File: src/rtl/mdu_seq_if.sv
// Handshake/bus bundle between the EX stage and the multiply/divide sequencer.
interface mdu_seq_if #(
  parameter int unsigned WIDTH = 32
);
  logic             start;
  logic [1:0]       op;
  logic [WIDTH-1:0] a;
  logic [WIDTH-1:0] b;
  logic             flush;
  logic             hi_we;
  logic             lo_we;
  logic [WIDTH-1:0] wdata;
  logic             busy;
  logic             done;
  logic             dz;
  logic [WIDTH-1:0] hi;
  logic [WIDTH-1:0] lo;

  modport master (
    output start, op, a, b, flush, hi_we, lo_we, wdata,
    input  busy, done, dz, hi, lo
  );

  modport slave (
    input  start, op, a, b, flush, hi_we, lo_we, wdata,
    output busy, done, dz, hi, lo
  );
endinterface

File: src/rtl/mdu_seq.sv
// Multi-cycle MULT/MULTU/DIV/DIVU sequencer with architectural HI/LO registers.
// One shared 33-bit adder per cycle: shift-add multiply or restoring divide.
module mdu_seq #(
  parameter int unsigned WIDTH = 32,
  parameter int unsigned CNT_W = 5
) (
  input logic       clk,
  input logic       resetn,
  mdu_seq_if.slave  bus
);

  localparam logic [1:0] StIdle = 2'd0;
  localparam logic [1:0] StPrep = 2'd1;
  localparam logic [1:0] StRun  = 2'd2;
  localparam logic [1:0] StFix  = 2'd3;

  logic [1:0]         r_state;
  logic [1:0]         w_state_nxt;
  logic [1:0]         r_op;
  logic [WIDTH-1:0]   r_a;
  logic [WIDTH-1:0]   r_b;
  logic [WIDTH-1:0]   r_m;
  logic [2*WIDTH-1:0] r_acc;
  logic [CNT_W-1:0]   r_cnt;
  logic               r_neg_res;
  logic               r_neg_rem;
  logic               r_dz;
  logic               r_done;
  logic [WIDTH-1:0]   r_hi;
  logic [WIDTH-1:0]   r_lo;

  logic               w_div;
  logic [WIDTH-1:0]   w_a_mag;
  logic [WIDTH-1:0]   w_b_mag;
  logic [WIDTH:0]     w_add_a;
  logic [WIDTH:0]     w_add_b;
  logic [WIDTH:0]     w_sum;
  logic [2*WIDTH-1:0] w_acc_run;
  logic [2*WIDTH-1:0] w_prod;
  logic [WIDTH-1:0]   w_quo;
  logic [WIDTH-1:0]   w_rem;
  logic [WIDTH-1:0]   w_res_hi;
  logic [WIDTH-1:0]   w_res_lo;

  assign w_div   = r_op[1];
  assign w_a_mag = (r_op[0] && r_a[WIDTH-1]) ? -r_a : r_a;
  assign w_b_mag = (r_op[0] && r_b[WIDTH-1]) ? -r_b : r_b;

  // Divide: {rem, next dividend bit} minus divisor; sum[WIDTH] set means borrow.
  // Multiply: upper accumulator plus multiplicand when the multiplier LSB is set.
  always_comb begin
    w_add_a = '0;
    w_add_b = '0;
    if (w_div) begin
      w_add_a = {r_acc[2*WIDTH-1:WIDTH], r_acc[WIDTH-1]};
      w_add_b = ~{1'b0, r_m};
    end else begin
      w_add_a = {1'b0, r_acc[2*WIDTH-1:WIDTH]};
      w_add_b = r_acc[0] ? {1'b0, r_m} : '0;
    end
    w_sum = w_add_a + w_add_b + {{WIDTH{1'b0}}, w_div};
  end

  always_comb begin
    w_acc_run = '0;
    if (w_div) begin
      w_acc_run = {(w_sum[WIDTH] ? w_add_a[WIDTH-1:0] : w_sum[WIDTH-1:0]),
                   r_acc[WIDTH-2:0], ~w_sum[WIDTH]};
    end else begin
      w_acc_run = {w_sum, r_acc[WIDTH-1:1]};
    end
  end

  always_comb begin
    w_prod   = r_neg_res ? -r_acc : r_acc;
    w_quo    = r_neg_res ? -r_acc[WIDTH-1:0] : r_acc[WIDTH-1:0];
    w_rem    = r_neg_rem ? -r_acc[2*WIDTH-1:WIDTH] : r_acc[2*WIDTH-1:WIDTH];
    w_res_hi = w_prod[2*WIDTH-1:WIDTH];
    w_res_lo = w_prod[WIDTH-1:0];
    if (w_div) begin
      // Divide by zero reports all-ones quotient and the untouched dividend.
      w_res_hi = r_dz ? r_a : w_rem;
      w_res_lo = r_dz ? '1 : w_quo;
    end
  end

  always_comb begin
    w_state_nxt = r_state;
    if (bus.flush) begin
      w_state_nxt = StIdle;
    end else begin
      case (r_state)
        StIdle:  if (bus.start) w_state_nxt = StPrep;
        StPrep:  w_state_nxt = StRun;
        StRun:   if (&r_cnt) w_state_nxt = StFix;
        StFix:   w_state_nxt = StIdle;
        default: w_state_nxt = StIdle;
      endcase
    end
  end

  always_ff @(posedge clk or negedge resetn) begin
    if (!resetn) begin
      r_state   <= StIdle;
      r_op      <= '0;
      r_a       <= '0;
      r_b       <= '0;
      r_m       <= '0;
      r_acc     <= '0;
      r_cnt     <= '0;
      r_neg_res <= 1'b0;
      r_neg_rem <= 1'b0;
      r_dz      <= 1'b0;
      r_done    <= 1'b0;
      r_hi      <= '0;
      r_lo      <= '0;
    end else begin
      r_state <= w_state_nxt;
      r_done  <= 1'b0;
      if (!bus.flush) begin
        case (r_state)
          StIdle: begin
            if (bus.start) begin
              r_op <= bus.op;
              r_a  <= bus.a;
              r_b  <= bus.b;
              r_dz <= 1'b0;
            end else begin
              if (bus.hi_we) r_hi <= bus.wdata;
              if (bus.lo_we) r_lo <= bus.wdata;
            end
          end
          StPrep: begin
            r_acc     <= {{WIDTH{1'b0}}, (w_div ? w_a_mag : w_b_mag)};
            r_m       <= w_div ? w_b_mag : w_a_mag;
            r_neg_res <= r_op[0] & (r_a[WIDTH-1] ^ r_b[WIDTH-1]);
            r_neg_rem <= r_op[0] & r_a[WIDTH-1];
            r_cnt     <= '0;
            r_dz      <= w_div && (r_b == '0);
          end
          StRun: begin
            r_acc <= w_acc_run;
            r_cnt <= r_cnt + 1'b1;
          end
          StFix: begin
            r_hi   <= w_res_hi;
            r_lo   <= w_res_lo;
            r_done <= 1'b1;
          end
          default: ;
        endcase
      end
    end
  end

  assign bus.busy = (r_state != StIdle);
  assign bus.done = r_done;
  assign bus.dz   = r_dz;
  assign bus.hi   = r_hi;
  assign bus.lo   = r_lo;

endmodule

File: src/flat_wrapper.sv
// flat-port wrapper written by rule: the top's interface ports become plain ports
module mdu_seq_flat 
#(
  parameter int unsigned WIDTH = 32,
  parameter int unsigned CNT_W = 5
)
  (clk, resetn, bus_start, bus_op, bus_a, bus_b, bus_flush, bus_hi_we, bus_lo_we, bus_wdata, bus_busy, bus_done, bus_dz, bus_hi, bus_lo);
  mdu_seq_if #(.WIDTH(WIDTH)) bus_i ();
  input logic clk;
  input logic resetn;
  input wire logic [$bits(bus_i.start)-1:0] bus_start;
  input wire logic [$bits(bus_i.op)-1:0] bus_op;
  input wire logic [$bits(bus_i.a)-1:0] bus_a;
  input wire logic [$bits(bus_i.b)-1:0] bus_b;
  input wire logic [$bits(bus_i.flush)-1:0] bus_flush;
  input wire logic [$bits(bus_i.hi_we)-1:0] bus_hi_we;
  input wire logic [$bits(bus_i.lo_we)-1:0] bus_lo_we;
  input wire logic [$bits(bus_i.wdata)-1:0] bus_wdata;
  output wire logic [$bits(bus_i.busy)-1:0] bus_busy;
  output wire logic [$bits(bus_i.done)-1:0] bus_done;
  output wire logic [$bits(bus_i.dz)-1:0] bus_dz;
  output wire logic [$bits(bus_i.hi)-1:0] bus_hi;
  output wire logic [$bits(bus_i.lo)-1:0] bus_lo;
  assign bus_i.start = bus_start;
  assign bus_i.op = bus_op;
  assign bus_i.a = bus_a;
  assign bus_i.b = bus_b;
  assign bus_i.flush = bus_flush;
  assign bus_i.hi_we = bus_hi_we;
  assign bus_i.lo_we = bus_lo_we;
  assign bus_i.wdata = bus_wdata;
  assign bus_busy = bus_i.busy;
  assign bus_done = bus_i.done;
  assign bus_dz = bus_i.dz;
  assign bus_hi = bus_i.hi;
  assign bus_lo = bus_i.lo;
  mdu_seq #(.WIDTH(WIDTH), .CNT_W(CNT_W)) u_core (.clk(clk), .resetn(resetn), .bus(bus_i));
endmodule
File: config.mk
export PLATFORM = sky130hd
export DESIGN_NAME = mdu_seq_flat
export DESIGN_NICKNAME = d
export VERILOG_FILES = /design/src/rtl/mdu_seq_if.sv /design/src/rtl/mdu_seq.sv /design/src/flat_wrapper.sv
export SDC_FILE = /design/constraint.sdc
export NUM_CORES = 1
export LEC_CHECK = 0
export CAP_MARGIN = 15
export CORE_ASPECT_RATIO = 1.1
export CORE_MARGIN = 2
export CORE_UTILIZATION = 30
export CTS_BUF_LIST = sky130_fd_sc_hd__clkbuf_2 sky130_fd_sc_hd__clkbuf_4 sky130_fd_sc_hd__clkbuf_8
export CTS_CLUSTER_DIAMETER = 120
export DETAILED_ROUTE_END_ITERATION = 6
export PLACE_DENSITY = 0.53
export SYNTH_ARGS = -nofsm -noshare
export SYNTH_HDL_FRONTEND = slang
export SYNTH_SLANG_ARGS = --single-unit
File: constraint.sdc
create_clock -name clk -period 5.3 [get_ports clk]
set_input_delay 1.06 -clock clk [delete_from_list [all_inputs] [get_ports clk]]
set_output_delay 1.06 -clock clk [all_outputs]
set_load 0.005 [all_outputs]
==> results.md, run 1 <==
* Flops & latches, synth at roughly 240
* DRT iter0 DRCs at 1411
* Maximum number of pins on one net before global-route repair at around 110
* Initial Util at 0.3032
* Post-route insts no fill at just under 3000
* Placed insts at ~2800
* CTS Hold Bufs at 0
* CP required at a little under 6 ns
* Max-slew violation count at 0
* # resized after CTS at 0
* Cell chain of the critical path: inv_2 > o21ai_0 > fa_1 > inv_1 > fa_1 > nand2b_1 > a21oi_1 > o311a_1 > a211oi_1 > o211a_1 > nor2_4 > xnor2_2 > mux4_2 > mux2_2
* Peak supply drop at roughly 0.00027 V
* Initial DRT Pass Iterations at 5
* Synthesized area at 0.01738 mm2
* Syn_nets at about 2200
* TNS Setup at 0 ns
* Global placement routability congestion at around 0.9
* Clock latency at the later pin of the worst-skew pair at roughly 0.63 ns
* Total number of vias at about 16000
* Initial antenna violation count at 0
* IO Pins at 171
* Status: completed
* Distinct cells, synth at between 80 and 90
* Synth-to-layout area growth at 19.72%
* Clock root cell: clkbuf_8
* Core Box Area at approximately 0.057 mm2
* Top cell by count, worst path: fa_1
* P_leak at ~8.5 nW
* Post-CTS Setup Inserts at 0
* Final hold violations at 0
* Dpl hpwl at 50090 um
* Post-Syn Instances at slightly above 2000
* Worst path arrival time at ~5.2 ns
* Vias per std cell at 5.583
* Type of origin of the critical path: register
* Worst-Margin Slew at between 1 and 1.5 ns
* R2R cell count at 14
* Critical register-to-register path startpoint: u_core.r_op[1]$_DFFE_PN0P_
* Reg2reg setup slack at ~0.65 ns
* Main synth FF type: dfrtp_1
* Setup Skew at slightly below 0.05 ns
* Reg-to-Reg End: u_core.r_acc[0]$_DFFE_PN0P_
* EDFF count, synth at 0
* First-pass GRT wire length at between 90000 and 100000 um
* Overflow left after global routing at 0
* Die width at 233.5 um
* Final ANT Viol Nets at 0
* Asr flop ratio synth at 1.000
* CTS max path bufs at 3
* Cts bufs inserted at 46
* CP Class: register to register
* Pwr/cell area at 734.6 mW/mm2
* F_max at approximately 0.22 GHz
* CTS tree: built
* Input/output buffers at 170
* Placement Setup Slack at 0.7080 ns
* Slowest cell on the critical path: dfrtp_4
* Site Rows at 92
* DRC Markers at 0
* Most frequent cells in the layout: nand2_1, o21ai_0, dfrtp_1
* Layout fillers at a little under 6000
* GRT Total Usage at 0.2146
* Min-Delay Path Class: primary input to async pin
* Vias in the first global route at approximately 16000
* Part of the Yosys area used for sequential elements at 0.3412
* Crit end category: register
* ANT cells at 0
* Final setup violation count at 0
* Layout cells sized above 1 at 0.1309
* Die Span Y at approximately 260 um
* MaxCap Viol Count at 0
* H-Tree Depth at 2
* Final Critical Period at 4.650 ns
* Unrepaired setup endpoints after global routing: false
* Fin crit share at 0.8773
* Synthesis warning total at 0
* Mean Syn Cell Area at roughly 8.6 um2
* Worst setup margin at between 0.6 and 0.7 ns
* Relative slew margins at 0.2996
* Sink Count at between 200 and 250
* Die area at roughly 0.060 mm2
* Worst-path clk slew at approximately 0.060 ns
* Crit path max fanout at 48
* Routed WL per cell at approximately 23 um
* Post-layout nets at ~2300
* Max incr delay on CP at between 0.8 and 0.9 ns
* Post-Route WL at ~65000 um
* Commonest non-fill, non-tap cell in the layout: nand2_1
-- metal layers --
layer	up-vias	global-route usage	part of all wire
li1	7456	-	-
met1	7965	0.3005	0.45
met2	658	0.3258	0.44
met3	106	0.03970	0.072
met4	0	0.08333	0.041
met5	-	0	0
-- critical path, delay by kind of cell, from the launching register on --
family	cells	cell delay, ns
AOI/OAI and AO/OA	5	1.33
xor gates and xnor gates	1	0.17
DFF	1	0.82
and+or+nand+nor	2	0.38
adders and majority gates	2	0.69
buffers and inverters	2	0.34
muxes	2	0.76
-- worst max path at each step --
stage | cells after the start | end | slack, ns | from
floorplan | 18 | u_core.r_acc[0]$_DFFE_PN0P_ | 0.88 | u_core.r_op[1]$_DFFE_PN0P_
CTS | 14 | u_core.r_acc[0]$_DFFE_PN0P_ | 0.69 | u_core.r_op[1]$_DFFE_PN0P_
detailed placement | 14 | u_core.r_acc[0]$_DFFE_PN0P_ | 0.71 | u_core.r_op[1]$_DFFE_PN0P_
global route | 14 | u_core.r_acc[0]$_DFFE_PN0P_ | 0.39 | u_core.r_op[1]$_DFFE_PN0P_
global placement | 11 | u_core.r_acc[0]$_DFFE_PN0P_ | 0.75 | u_core.r_op[1]$_DFFE_PN0P_
finish | 14 | u_core.r_acc[0]$_DFFE_PN0P_ | 0.65 | u_core.r_op[1]$_DFFE_PN0P_
-- state kept, by name, summed over array words and instances (netlist names) --
| signal | flops |
|---|---|
| u_core.r_a | 32 |
| u_core.bus.hi | 32 |
| u_core.r_state | 2 |
| u_core.bus.done | 1 |
| u_core.r_acc | 64 |
| u_core.r_b | 32 |
| u_core.r_neg_rem | 1 |
| u_core.bus.lo | 32 |
| u_core.bus.dz | 1 |
| u_core.r_neg_res | 1 |
| u_core.r_m | 32 |
| u_core.r_cnt | 5 |
| u_core.r_op | 2 |
-- where the power goes --
part	internal (mW)	total (mW)	switching [mW]
sequential	2.62	4.19	1.57
combinational	3.85	8.95	5.10
clock	1.27	2.15	0.883
total	7.74	15.3	7.55
-- metrics by stage --
stage | area (um2) | power (mW) | hold slack, ns | utilization
finish | 20810 | 15.29 | 0.4291 | 0.3630
global route | 20810 | 16.34 | 0.4932 | 0.3630
CTS | 20780 | 15.18 | 0.4800 | 0.3626
detailed placement | 19690 | 12.99 | 0.4668 | 0.3435
global placement | 19690 | 12.86 | 0.4564 | 0.3435
floorplan | 17380 | 9.777 | 0.4453 | -
-- cell type report --
cell class	instances	area [um2]	area share
repair buffers	206	2009	0.09656
inverters	36	135.1	0.006493
clock buffers	71	920.9	0.04425
flip-flops and latches	237	5934	0.2852
clock inverters	15	171.4	0.008237
well taps	752	940.9	0.04521
multi-input cells	1582	10700	0.5141
-- cells by family after synthesis --
family | after synthesis | synth area share
adder cells (fa/ha/maj) | 45 | 0.03325
AND/OR/NAND/NOR | 601 | 0.1653
flip-flops | 237 | 0.3412
multiplexers | 190 | 0.1298
buffers and inverters | 196 | 0.04412
AO/OA/AOI/OAI | 578 | 0.2013
XOR/XNOR | 168 | 0.08508
-- synth_stat cells, types with 20 or more instances --
master	count	area (um2)
dfrtp_1	237	5931
o31ai_1	31	232.7
clkbuf_1	118	442.9
inv_1	34	127.6
nand3_1	29	145.1
nor3_1	32	160.2
o21ai_0	238	1191
nor3b_1	24	180.2
ha_1	43	538.0
xnor2_1	119	1042
mux2i_1	69	690.7
a21oi_1	97	485.5
o211ai_1	26	195.2
o22ai_1	39	244.0
buf_1	26	97.59
nand2b_1	20	125.1
a22oi_1	29	217.7
mux2_2	103	1160
nand2_1	307	1152
nor2_1	83	311.6
xor2_1	48	420.4
Note: power is estimated with default switching activity, not from simulation.
==> run 2, diff against run 1 <==
--- a/config.mk
+++ b/config.mk
@@ -5,7 +5,7 @@
 export SDC_FILE = /design/constraint.sdc
 export NUM_CORES = 1
 export LEC_CHECK = 0
-export CAP_MARGIN = 15
+export CAP_MARGIN = 20
 export CORE_ASPECT_RATIO = 1.1
 export CORE_MARGIN = 2
 export CORE_UTILIZATION = 30
==> run 2 against run 1 <==
  * Clock-buffer cell count down 5
  * Register-to-register slack about the same
  * Sequential power about the same
  * Non-clock buffer count unchanged
  * Critical path type unchanged
  * Critical endpoint unchanged
==> results.md, run 2 (synthesized netlist as in run 1, its figures left out) <==
* Status: completed
* # resized after CTS at 0
* Cell chain of the critical path: inv_2 > buf_12 > o21ai_0 > ha_1 > nand2_1 > or4b_1 > o211a_1 > nor2_4 > xnor2_2 > mux4_2 > mux2_2
* Layout cells sized above 1 at 0.1260
* Post-route cell area at between 0.02 and 0.025 mm2
* Routed WL per cell at roughly 23 um
* Post-Route WL at around 65000 um
* Site Rows at slightly above 90
* GRT Total Usage at 0.2147
* CTS max path bufs at 3
* Final setup violation count at 0
* Pwr/cell area at 725.7 mW/mm2
* Synth-to-layout area growth at 18.49%
* Crit path max-delay family: simple AND/OR/NAND/NOR gates
* Initial antenna violation count at 0
* WP depth at 11
* Crit end category: register
* Crit. Startpoint: u_core.r_op[1]$_DFFE_PN0P_
* H-Tree Depth at 2
* CTS Hold Bufs at 0
* Max incr delay on CP at about 0.83 ns
* R2R cell count at 11
* DRC Markers at 0
* Placement Setup Slack at about 0.74 ns
* CP Class: register to register
* Final ANT Viol Nets at 0
* Final Critical Period at 4.639 ns
* Worst path arrival time at 5.14 ns
* TNS Setup at 0 ns
* Die Span Y at 256.5 um
* ANT cells at 0
* Vias in the first global route at 15522
* Most frequent cells in the layout: nand2_1, o21ai_0, dfrtp_1
* Worst-Margin Slew at about 1.1 ns
* Min-Delay Path Class: primary input to async pin
* Initial DRT Pass Iterations at 5
* Overflow left after global routing at 0
* Clock latency at the later pin of the worst-skew pair at between 0.6 and 0.7 ns
* CTS tree: built
* Maximum number of pins on one net before global-route repair at approximately 110
* Slowest cell on the critical path: dfrtp_4
* Post-layout nets at between 2000 and 2500
* Worst setup margin at between 0.6 and 0.7 ns
* Setup Skew at about 0.064 ns
* Max reg flops at 64
* Crit path capture: u_core.r_acc[0]$_DFFE_PN0P_
* Worst-path clk slew at approximately 0.07 ns
* Buf/Inv on CP at 2
* Initial Util at 0.3032
* Dpl hpwl at 50060 um
* Core Box Area at roughly 0.057 mm2
* Sink Count at between 200 and 250
* Die area at between 0.05 and 0.06 mm2
* First-pass GRT wire length at 97960 um
* Top reg by flops: u_core.r_acc
* F_max at 0.2155 GHz
* Input/output buffers at 170
* Global placement routability congestion at 0.8968
* Post-CTS Setup Inserts at 0
* Vias per std cell at between 5 and 6
* Cts bufs inserted at 44
* DRT iter0 DRCs at 1381
* Peak supply drop at approximately 0.00025 V
* IO Pins at between 150 and 200
* Finished Core Util at 0.3593
* Total number of vias at about 16000
* Clock root cell: clkbuf_8
* Crit path max fanout at 56
* Fin crit share at 0.8754
* Total power at 14.95 mW
* Max-slew violation count at 0
* Type of origin of the critical path: register
* Die width at ~230 um
* Reg2reg setup slack at 0.66 ns
* Relative slew margins at 0.2728
* CP required at 5.80 ns
* Commonest non-fill, non-tap cell in the layout: nand2_1
* P_leak at roughly 8.4 nW
* Critical register-to-register path startpoint: u_core.r_op[1]$_DFFE_PN0P_
* Unrepaired setup endpoints after global routing: false
* Reg-to-Reg End: u_core.r_acc[0]$_DFFE_PN0P_
* Dpl cell area at 0.01972 mm2
* MaxCap Viol Count at 0
* Final hold violations at 0
-- run 2: changes by cell type in the layout (fill, tap and decap cells not counted) --
cell	before	now
bufinv_16	3	0
clkbuf_4	9	14
clkbuf_8	62	52
clkinv_2	9	6
clkinv_4	1	0
clkinv_8	0	1
inv_12	1	0
-- run 2: worst min-delay path by stage --
stage	endpoint	slack, ns	cells past startpoint	from
after global placement	u_core.r_cnt[4]$_DFFE_PN0P_	0.46	2	u_core.r_cnt[4]$_DFFE_PN0P_
after detailed placement	u_core.r_cnt[4]$_DFFE_PN0P_	0.47	2	u_core.r_cnt[4]$_DFFE_PN0P_
after floorplan	u_core.r_cnt[4]$_DFFE_PN0P_	0.45	2	u_core.r_cnt[4]$_DFFE_PN0P_
final	u_core.bus.lo[19]$_DFFE_PN0P_	0.46	1	resetn
after global routing	u_core.bus.lo[22]$_DFFE_PN0P_	0.50	2	u_core.bus.lo[22]$_DFFE_PN0P_
after CTS	u_core.r_cnt[4]$_DFFE_PN0P_	0.48	2	u_core.r_cnt[4]$_DFFE_PN0P_
-- run 2: layout make-up --
| type | instances | area [um2] |
|---|---|---|
| Fill cell | 5922 | 36730 |
| Multi-Input combinational cell | 1582 | 10700 |
| Sequential cell | 237 | 5934 |
| Timing Repair Buffer | 206 | 2009 |
| Tap cell | 752 | 940.9 |
| Clock buffer | 66 | 820.8 |
| Inverter | 36 | 135.1 |
| Clock inverter | 8 | 57.56 |
-- run 2: layer usage --
layer / global-route usage / vias up / share of wire
li1: - / 7451 / -
met1: 0.3004 / 7856 / 0.45
met2: 0.3277 / 602 / 0.44
met3: 0.04126 / 96 / 0.072
met4: 0.07788 / 0 / 0.039
met5: 0 / - / 0
-- run 2: where the power goes --
group | switching (mW) | internal [mW]
Sequential | 1.57 | 2.62
Combinational | 5.09 | 3.85
Clock | 0.834 | 0.989
Total | 7.49 | 7.46
-- run 2: stage by stage --
stage          hold WS, ns  std cells
2_1_floorplan       0.4453       2015
3_3_place_gp        0.4564       2812
3_5_place_dp        0.4668       2813
4_1_cts             0.4791       2887
5_1_grt             0.5037       2887
6_report            0.4608       2887
